<file path="config.mk">
export PLATFORM = sky130hd
export DESIGN_NAME = mem_access_unit
export DESIGN_NICKNAME = d
export VERILOG_FILES = /design/src/rtl/mem_access_unit.sv
export SDC_FILE = /design/constraint.sdc
export NUM_CORES = 1
export LEC_CHECK = 0
export ABC_AREA = 1
export BUFFER_PORTS_ARGS = -buffer_cell sky130_fd_sc_hd__buf_2
export CORE_UTILIZATION = 30
export DETAILED_ROUTE_END_ITERATION = 8
export PLACE_DENSITY = 0.63
export SLEW_MARGIN = 30
export SYNTH_ARGS = -nofsm -noshare
export SYNTH_HDL_FRONTEND = slang
export SYNTH_SLANG_ARGS = --single-unit
</file>
<file path="constraint.sdc">
create_clock -name clk -period 2.28 [get_ports clk]
set_input_delay 0 -clock clk [delete_from_list [all_inputs] [get_ports clk]]
set_output_delay 0 -clock clk [all_outputs]
set_load 0.02 [all_outputs]
</file>
<file path="src/rtl/mem_access_unit.sv">
// MEM-stage load/store unit: decode, alignment check, lane steering, bus issue and in-order load return.
// Define LSU_UNALIGNED_EN to build the LWL/LWR/SWL/SWR datapath; otherwise those ops are dropped.
module mem_access_unit #(
  parameter int unsigned ADDR_W      = 32,
  parameter int unsigned OUTSTANDING = 4
) (
  input  logic              clk,
  input  logic              reset,
  input  logic              req_valid,
  output logic              req_ready,
  input  logic [3:0]        req_op,
  input  logic [ADDR_W-1:0] req_addr,
  input  logic [31:0]       req_wdata,
  input  logic [31:0]       req_rt_old,
  input  logic              flush,
  output logic              bus_req_valid,
  input  logic              bus_req_ready,
  output logic [3:0]        bus_req_we,
  output logic [ADDR_W-1:0] bus_req_addr,
  output logic [31:0]       bus_req_wdata,
  input  logic              bus_rsp_valid,
  input  logic [31:0]       bus_rsp_rdata,
  output logic              rsp_valid,
  output logic [31:0]       rsp_data,
  output logic              exc_valid,
  output logic              exc_load,
  output logic [ADDR_W-1:0] exc_badvaddr,
  output logic              busy
);

  typedef enum logic [3:0] {
    OP_LB  = 4'd0,  OP_LBU = 4'd1,  OP_LH  = 4'd2,  OP_LHU = 4'd3,
    OP_LW  = 4'd4,  OP_LWL = 4'd5,  OP_LWR = 4'd6,
    OP_SB  = 4'd8,  OP_SH  = 4'd9,  OP_SW  = 4'd10, OP_SWL = 4'd11, OP_SWR = 4'd12
  } op_e;

  localparam int unsigned PTR_W = (OUTSTANDING > 1) ? $clog2(OUTSTANDING) : 1;
  localparam int unsigned CNT_W = PTR_W + 1;
  localparam logic [CNT_W-1:0] DEPTH = CNT_W'(OUTSTANDING);

  // Request decode
  logic [1:0]  off;
  logic        dec_known, dec_load, dec_fault;
  logic [3:0]  dec_we;
  logic [31:0] dec_wdata;
  logic        accept, issue, push, pop, raise_exc;

  // Registered outputs
  logic              bus_req_valid_q, bus_req_valid_d;
  logic [3:0]        bus_req_we_q, bus_req_we_d;
  logic [ADDR_W-1:0] bus_req_addr_q, bus_req_addr_d;
  logic [31:0]       bus_req_wdata_q, bus_req_wdata_d;
  logic              rsp_valid_q, rsp_valid_d;
  logic [31:0]       rsp_data_q, rsp_data_d;
  logic              exc_valid_q, exc_valid_d;
  logic              exc_load_q, exc_load_d;
  logic [ADDR_W-1:0] exc_badvaddr_q, exc_badvaddr_d;

  // Load tracking FIFO
  logic [3:0]       fifo_op_q   [OUTSTANDING];
  logic [3:0]       fifo_op_d   [OUTSTANDING];
  logic [1:0]       fifo_off_q  [OUTSTANDING];
  logic [1:0]       fifo_off_d  [OUTSTANDING];
  logic             fifo_disc_q [OUTSTANDING];
  logic             fifo_disc_d [OUTSTANDING];
  logic [PTR_W-1:0] wr_ptr_q, wr_ptr_d, rd_ptr_q, rd_ptr_d;
  logic [CNT_W-1:0] cnt_q, cnt_d;
`ifdef LSU_UNALIGNED_EN
  logic [31:0]      fifo_rt_q   [OUTSTANDING];
  logic [31:0]      fifo_rt_d   [OUTSTANDING];
`else
  logic             unused_rt_old;
  assign unused_rt_old = ^req_rt_old;
`endif

  // Load result formatting
  logic [3:0]  head_op;
  logic [1:0]  head_off;
  logic [31:0] rd_shifted, ld_result;

  assign off = req_addr[1:0];

  always_comb begin
    dec_known = 1'b1;
    dec_load  = 1'b0;
    dec_fault = 1'b0;
    dec_we    = '0;
    dec_wdata = '0;
    case (req_op)
      OP_LB, OP_LBU:  dec_load = 1'b1;
      OP_LH, OP_LHU: begin
        dec_load  = 1'b1;
        dec_fault = off[0];
      end
      OP_LW: begin
        dec_load  = 1'b1;
        dec_fault = (off != 2'd0);
      end
`ifdef LSU_UNALIGNED_EN
      OP_LWL, OP_LWR: dec_load = 1'b1;
      OP_SWL: begin
        dec_we    = 4'b1111 >> (~off);
        dec_wdata = req_wdata >> {~off, 3'b000};
      end
      OP_SWR: begin
        dec_we    = 4'b1111 << off;
        dec_wdata = req_wdata << {off, 3'b000};
      end
`endif
      OP_SB: begin
        dec_we    = 4'b0001 << off;
        dec_wdata = {4{req_wdata[7:0]}};
      end
      OP_SH: begin
        dec_fault = off[0];
        dec_we    = 4'b0011 << off;
        dec_wdata = {2{req_wdata[15:0]}};
      end
      OP_SW: begin
        dec_fault = (off != 2'd0);
        dec_we    = 4'b1111;
        dec_wdata = req_wdata;
      end
      default: dec_known = 1'b0;
    endcase
  end

  assign req_ready = !reset && !flush && (!bus_req_valid_q || bus_req_ready)
                     && ((cnt_q < DEPTH) || bus_rsp_valid);
  assign accept    = req_valid && req_ready;
  assign issue     = accept && dec_known && !dec_fault;
  assign push      = issue && dec_load;
  assign raise_exc = accept && dec_known && dec_fault;
  // Responses with nothing outstanding are protocol errors and are dropped here.
  assign pop       = bus_rsp_valid && (cnt_q != '0);

  always_comb begin
    head_op    = fifo_op_q[rd_ptr_q];
    head_off   = fifo_off_q[rd_ptr_q];
    rd_shifted = bus_rsp_rdata >> {head_off, 3'b000};
    case (head_op)
      OP_LB:   ld_result = {{24{rd_shifted[7]}}, rd_shifted[7:0]};
      OP_LBU:  ld_result = {24'd0, rd_shifted[7:0]};
      OP_LH:   ld_result = {{16{rd_shifted[15]}}, rd_shifted[15:0]};
      OP_LHU:  ld_result = {16'd0, rd_shifted[15:0]};
`ifdef LSU_UNALIGNED_EN
      OP_LWL:  ld_result = (bus_rsp_rdata << {~head_off, 3'b000})
                         | (fifo_rt_q[rd_ptr_q] & ~(32'hFFFF_FFFF << {~head_off, 3'b000}));
      OP_LWR:  ld_result = rd_shifted
                         | (fifo_rt_q[rd_ptr_q] & ~(32'hFFFF_FFFF >> {head_off, 3'b000}));
`endif
      default: ld_result = bus_rsp_rdata;
    endcase
  end

  always_comb begin
    bus_req_valid_d = bus_req_valid_q;
    bus_req_we_d    = bus_req_we_q;
    bus_req_addr_d  = bus_req_addr_q;
    bus_req_wdata_d = bus_req_wdata_q;
    if (issue) begin
      bus_req_valid_d = 1'b1;
      bus_req_we_d    = dec_we;
      bus_req_addr_d  = {req_addr[ADDR_W-1:2], 2'b00};
      bus_req_wdata_d = dec_wdata;
    end else if (bus_req_valid_q && bus_req_ready) begin
      bus_req_valid_d = 1'b0;
    end

    exc_valid_d    = raise_exc;
    exc_load_d     = raise_exc ? dec_load : exc_load_q;
    exc_badvaddr_d = raise_exc ? req_addr : exc_badvaddr_q;

    // A load completing in the flush cycle is also discarded.
    rsp_valid_d = pop && !fifo_disc_q[rd_ptr_q] && !flush;
    rsp_data_d  = pop ? ld_result : rsp_data_q;

    fifo_op_d   = fifo_op_q;
    fifo_off_d  = fifo_off_q;
    fifo_disc_d = fifo_disc_q;
`ifdef LSU_UNALIGNED_EN
    fifo_rt_d   = fifo_rt_q;
`endif
    if (flush) begin
      for (int unsigned i = 0; i < OUTSTANDING; i++) fifo_disc_d[i] = 1'b1;
    end
    if (push) begin
      fifo_op_d[wr_ptr_q]   = req_op;
      fifo_off_d[wr_ptr_q]  = off;
      fifo_disc_d[wr_ptr_q] = flush;
`ifdef LSU_UNALIGNED_EN
      fifo_rt_d[wr_ptr_q]   = req_rt_old;
`endif
    end
    wr_ptr_d = push ? wr_ptr_q + PTR_W'(1) : wr_ptr_q;
    rd_ptr_d = pop  ? rd_ptr_q + PTR_W'(1) : rd_ptr_q;
    cnt_d    = cnt_q + CNT_W'(push) - CNT_W'(pop);
  end

  always_ff @(posedge clk) begin
    if (reset) begin
      bus_req_valid_q <= 1'b0;
      bus_req_we_q    <= '0;
      bus_req_addr_q  <= '0;
      bus_req_wdata_q <= '0;
      rsp_valid_q     <= 1'b0;
      rsp_data_q      <= '0;
      exc_valid_q     <= 1'b0;
      exc_load_q      <= 1'b0;
      exc_badvaddr_q  <= '0;
      fifo_op_q       <= '{default: '0};
      fifo_off_q      <= '{default: '0};
      fifo_disc_q     <= '{default: '0};
`ifdef LSU_UNALIGNED_EN
      fifo_rt_q       <= '{default: '0};
`endif
      wr_ptr_q        <= '0;
      rd_ptr_q        <= '0;
      cnt_q           <= '0;
    end else begin
      bus_req_valid_q <= bus_req_valid_d;
      bus_req_we_q    <= bus_req_we_d;
      bus_req_addr_q  <= bus_req_addr_d;
      bus_req_wdata_q <= bus_req_wdata_d;
      rsp_valid_q     <= rsp_valid_d;
      rsp_data_q      <= rsp_data_d;
      exc_valid_q     <= exc_valid_d;
      exc_load_q      <= exc_load_d;
      exc_badvaddr_q  <= exc_badvaddr_d;
      fifo_op_q       <= fifo_op_d;
      fifo_off_q      <= fifo_off_d;
      fifo_disc_q     <= fifo_disc_d;
`ifdef LSU_UNALIGNED_EN
      fifo_rt_q       <= fifo_rt_d;
`endif
      wr_ptr_q        <= wr_ptr_d;
      rd_ptr_q        <= rd_ptr_d;
      cnt_q           <= cnt_d;
    end
  end

  assign bus_req_valid = bus_req_valid_q;
  assign bus_req_we    = bus_req_we_q;
  assign bus_req_addr  = bus_req_addr_q;
  assign bus_req_wdata = bus_req_wdata_q;
  assign rsp_valid     = rsp_valid_q;
  assign rsp_data      = rsp_data_q;
  assign exc_valid     = exc_valid_q;
  assign exc_load      = exc_load_q;
  assign exc_badvaddr  = exc_badvaddr_q;
  assign busy          = bus_req_valid_q || (cnt_q != '0);

endmodule

</file>
# Word-level counts from Yosys, hierarchy flattened
# Cells that the tools add are included.
[word_totals] ff_bits=169 inputBits=138 out_inout_bits=138 elab_cells=105
[op_classes] addsub=4 n_lt_le_gt_ge=4 eq_ne=10 shifts=3 mux=28 n_bitwise=2 n_reduce_logical=30
[op_table] operator="$pmux 32 s4" count=1
[op_table] operator="$pmux 32 s3" count=1
[op_table] operator="$shr 32x5->16" count=1
[op_table] operator="$mux 4" count=5
[op_table] operator="$bwmux 16" count=1
[op_table] operator="$eq 4x2->1 const B" count=4
[op_table] operator="$logic_and 1x1->1" count=13
[op_table] operator="$eq 4x4->1 const B" count=3
[op_table] operator="$pmux 4 s3" count=1
[op_table] operator="$bmux 4 s2" count=1
[op_table] operator="$bwmux 8" count=1
[op_table] operator="$demux 4 s2" count=1
[op_table] operator="$eq 4x1->1 const B" count=2
[op_table] operator="$logic_not 4->1" count=2
[op_table] operator="$reduce_or 8->1" count=1
[op_table] operator="$mux 1" count=7
[op_table] operator="$ge 3x3->1 const B" count=2
[op_table] operator="$mux 2" count=3
[op_table] operator="$not 2->3" count=2
[op_table] operator="$logic_not 1->1" count=5
[op_table] operator="$reduce_or 5->1" count=1
[op_table] operator="$add 2x1->2 const B" count=2
[op_table] operator="$bmux 2 s2" count=1
[op_table] operator="$bwmux 4" count=1
[op_table] operator="other kinds (16)" count=19

# Depth between registers and ports, before layout
[depth] ltp_word=10 depth_mapped=16 mapped_depth_nobuf=16

# Worst setup path before layout
# OpenSTA, ideal clock, no wires.
[synth_path] kind="register -> register" start="register cnt_q[1]" end="register cnt_q[2]" setup_ps=120 t_arrival_ps=2191 path_slack_ps=-31 stages_incl_launch_ff=12 path_buffers=1 synth_period_minus_slack_ps=2311 path_cell_list="dfxtp_1 inv_1 a31oi_4 clkbuf_1 ha_1 inv_1 ha_1 inv_1 fa_1 xor2_1 o21ai_0 a21oi_1"
[synth_between] word_cells_on_any_way=11 classes_between="2 x add/sub; 1 x order compare; 8 x reduce/logical"
[synth_lines] element="start, declared" line="67" rtl="logic [CNT_W-1:0] cnt_q, cnt_d;"
[synth_lines] element="start signal, assigned" line="238" rtl="cnt_q <= cnt_d;"
[synth_lines] element="$reduce_bool 3->1" line="135" rtl="assign pop = bus_rsp_valid && (cnt_q != '0);"
[synth_lines] element="$logic_and 1x1->1" line="135"
[synth_lines] element="named net pop" line="46" rtl="logic accept, issue, push, pop, raise_exc;"
[synth_lines] element="$sub 3x1->3" line="197" rtl="cnt_d = cnt_q + CNT_W'(push) - CNT_W'(pop);"
# The timed path passes the listed nets, and every way through them passes these cells.
# A chain may end at the register's enable or synchronous reset.

# Worst setup path in the final report
[layout_path] start="register cnt_q[2]" end="register cnt_q[2]"
[layout_between] elab_chain_cells=9 word_cells_on_any_way=11 classes_between="2 x add/sub; 1 x order compare; 8 x reduce/logical"
[layout_lines] element="$lt 3x3->1" line="129" rtl="&& ((cnt_q < DEPTH) || bus_rsp_valid);"
[layout_lines] element="$logic_or 1x1->1" line="129"
[layout_lines] element="$logic_and 1x1->1" line="129"
[layout_lines] element="$logic_and 1x1->1" line="130" rtl="assign accept = req_valid && req_ready;"
[layout_lines] element="$logic_and 1x1->1 (2 in series)" line="131" rtl="assign issue = accept && dec_known && !dec_fault;"
[layout_lines] element="$logic_and 1x1->1" line="132" rtl="assign push = issue && dec_load;"
[layout_lines] element="$add 3x1->3" line="197"
[layout_lines] element="$sub 3x1->3 *" line="197"
# Mark *: on every way between the ends. The rest lies on a longest branch, timed or not.

==> results_dict.tcl <==
set metrics [dict create \
    outcome "completed" \
    rrSetupSlack_ns 0.22 \
    cts_inserted_buffers 17 \
    ys_seq_area_share_pct 41.0 \
    crit_fanout 3 \
    die_area_sq_um 28200 \
    irDropWorstVdd_mv 0.511 \
    dp_cells 1719 \
    grt-ovfl-total 0 \
    finalHoldViolCount 0 \
    core_area_sq_um 27000 \
    vias 8641 \
    num_io_pins 276 \
    drt-initial-drc-count 582 \
    max-cap-violations 0 \
    start_util_pct 30.6 \
    clkTransAtPathRegs_ns 0.07 \
    grt_pass1_vias 8191 \
    die_x_um 168 \
    final_core_utilization_pct 41.1 \
    place_congestion 0.834 \
    yosys.area.top_type "dfxtp_1" \
    power.density_nw_per_um2 812 \
    critical_path_class "reg -> reg" \
    via_per_inst 4.70 \
    netlist_area_sq_um 8260 \
    ys_ff_latch 169 \
    wl_um 25700 \
    setup_viol 0 \
    port_buffers 241 \
    finalMaxSlewViolations 0 \
    reg2regPathDepth 13 \
    async_reset_ff_share_pct 0 \
    drive_gt1_share_pct 25.1 \
    worstPathArrival_ns 2.41 \
    synth_cells 1182 \
    syn_area_per_cell_sq_um 6.99 \
    grt_pass1_wl_um 41100 \
    crit_slowest_cell "fa_1" \
    clockBufferDepth 2 \
    hold_ws_ns 0.00554 \
    cts_sinks 169 \
    ys_types 37 \
    clock_latency_ns 0.44 \
    maxSlewHeadroom_pct 46.0 \
    grt_max_degree 97 \
    path_cells "inv_1, o21ai_2, nor2_4, nand3_4, nor2_8, nand2_1, inv_2, ha_1, inv_1, fa_1, xor2_1, buf_4, a21oi_1" \
    end_kind "flip-flop" \
    cp-start-kind "flip-flop" \
    p_total_mw 8.99 \
    worstMarginPinSlew_ns 0.810 \
    hold_depth 5 \
    crit_top_cell "inv_1" \
    fin_nets 1628 \
    dp_hpwl_um 17500 \
    synth_top_area_share_pct 41.0 \
    htreeDepth 4 \
    finClkSkew_ns 0.0167 \
    ant_nets 0 \
    die_y_um 168 \
    ys_warn_count 0 \
    leakagePower_nw 5.47 \
    max_stage_delay_ns 0.38 \
    fmax_ghz 0.486 \
    route.detailed.drc 0 \
    synthFlopType "dfxtp_1" \
    netlist_top_cells_area "dfxtp_1 (41%), nor2_1 (10%), nand2_1 (10%), o21ai_0 (6.7%), inv_1 (5.7%)" \
    synth_edf_count 0 \
    num_rows 60 \
    fin_crit_sh_pct 90.2 \
    fin_cells 1837 \
    antenna_found_initial 2 \
    grt.total_usage_pct 18.0 \
    min_path_type "in -> reg" \
    drt-wirelength-per-cell_um 14.0 \
    layout_commonest_cell "buf_2" \
    period_needed_ns 2.06 \
    drt_pass1_iterations 5 \
    cts_tree "yes" \
    cts_root_buf "clkbuf_16" \
    area_growth_pct 34.1 \
    final_cell_mix "buf_2 (241), nor2_1 (229), nand2_1 (221)" \
    worstPathRequired_ns 2.64 \
]
## sequential cells by signal, indices dropped and copies added, names as in the netlist
signal         count
fifo_disc_q        4
bus_req_valid      1
wr_ptr_q           2
fifo_off_q         8
rsp_data          32
exc_valid          1
exc_badvaddr      32
exc_load           1
bus_req_addr      30
bus_req_we         4
rd_ptr_q           2
rsp_valid          1
fifo_op_q         16
bus_req_wdata     32
cnt_q              3
## final timing paths
path                       from                 to
setup / recovery       cnt_q[2]           cnt_q[2]
hold / removal    req_wdata[25]  bus_req_wdata[25]
setup reg to reg       cnt_q[2]           cnt_q[2]
hold reg to reg    fifo_op_q[7]       fifo_op_q[7]
## synthesized netlist by cell type, types with 10 or more instances
master,n
a21oi_2,10
nor2_1,230
nand2_1,222
nand3_2,18
clkbuf_1,27
nand4_1,21
inv_1,125
nand3_1,57
a21oi_1,76
nand2_2,16
buf_6,15
dfxtp_1,169
o21ai_0,110
o21ai_1,16
buf_2,11
## cells by family (layout without fill, tap and decap cells)
| kind of cell | after synthesis | after routing | share of synthesized area (%) |
|---|---|---|---|
| AND/OR/NAND/NOR | 577 | 577 | 31.0 |
| AO/OA/AOI/OAI | 224 | 224 | 15.2 |
| buffers and inverters | 203 | 515 | 11.5 |
| flip-flops | 169 | 169 | 41.0 |
| adder cells (fa/ha/maj) | 7 | 7 | 1.15 |
| other | 1 | 3 | 0.0454 |
| XOR/XNOR | 1 | 1 | 0.106 |
## through the flow
stage	setup slack (ns)	setup TNS, ns	area (sq um)
global route	-0.0198	-0.0198	11100
global placement	0.199	0	9640
CTS	0.167	0	11000
finish	0.223	0	11100
floorplan	0.0335	0	8260
detailed placement	0.192	0	9640
## cell type report
| cell class | count | area, sq um |
|---|---|---|
| Timing Repair Buffer | 347 | 2240 |
| Clock buffer | 17 | 425 |
| Inverter | 137 | 524 |
| Clock inverter | 14 | 131 |
| Multi-Input combinational cell | 811 | 3940 |
| Antenna cell | 1 | 2.50 |
| Fill cell | 2834 | 15900 |
| Sequential cell | 169 | 3380 |
| Tap cell | 341 | 427 |
## per-layer routing
| layer | wire length [um] | track usage (%) |
|---|---|---|
| met2 | 12400 | 30.8 |
| met1 | 11000 | 21.4 |
| met3 | 1300 | 3.36 |
| met5 | 8 | 0 |
| met4 | 1000 | 9.77 |
## worst max-delay path, delay by kind of cell, from the launching register on
kind                     cells  cell delay [ns]
AO/OA/AOI/OAI                2             0.19
XOR/XNOR                     1             0.16
adder cells (fa/ha/maj)      2             0.51
buffers and inverters        4             0.35
flip-flops                   1             0.32
AND/OR/NAND/NOR              4             0.45
## power breakdown
part	internal [mW]	switching, mW
clock	1.45	1.36
combinational	0.982	1.82
sequential	3.24	0.150
total	5.67	3.33
## repair_timing
action	in CTS	in global routing
setup endpoints to repair	0	6
hold buffers	84	0
endpoints found under the hold margin	115	0
resized for setup	0	5
setup buffers	0	2
(Power assumes the default switching activity.)
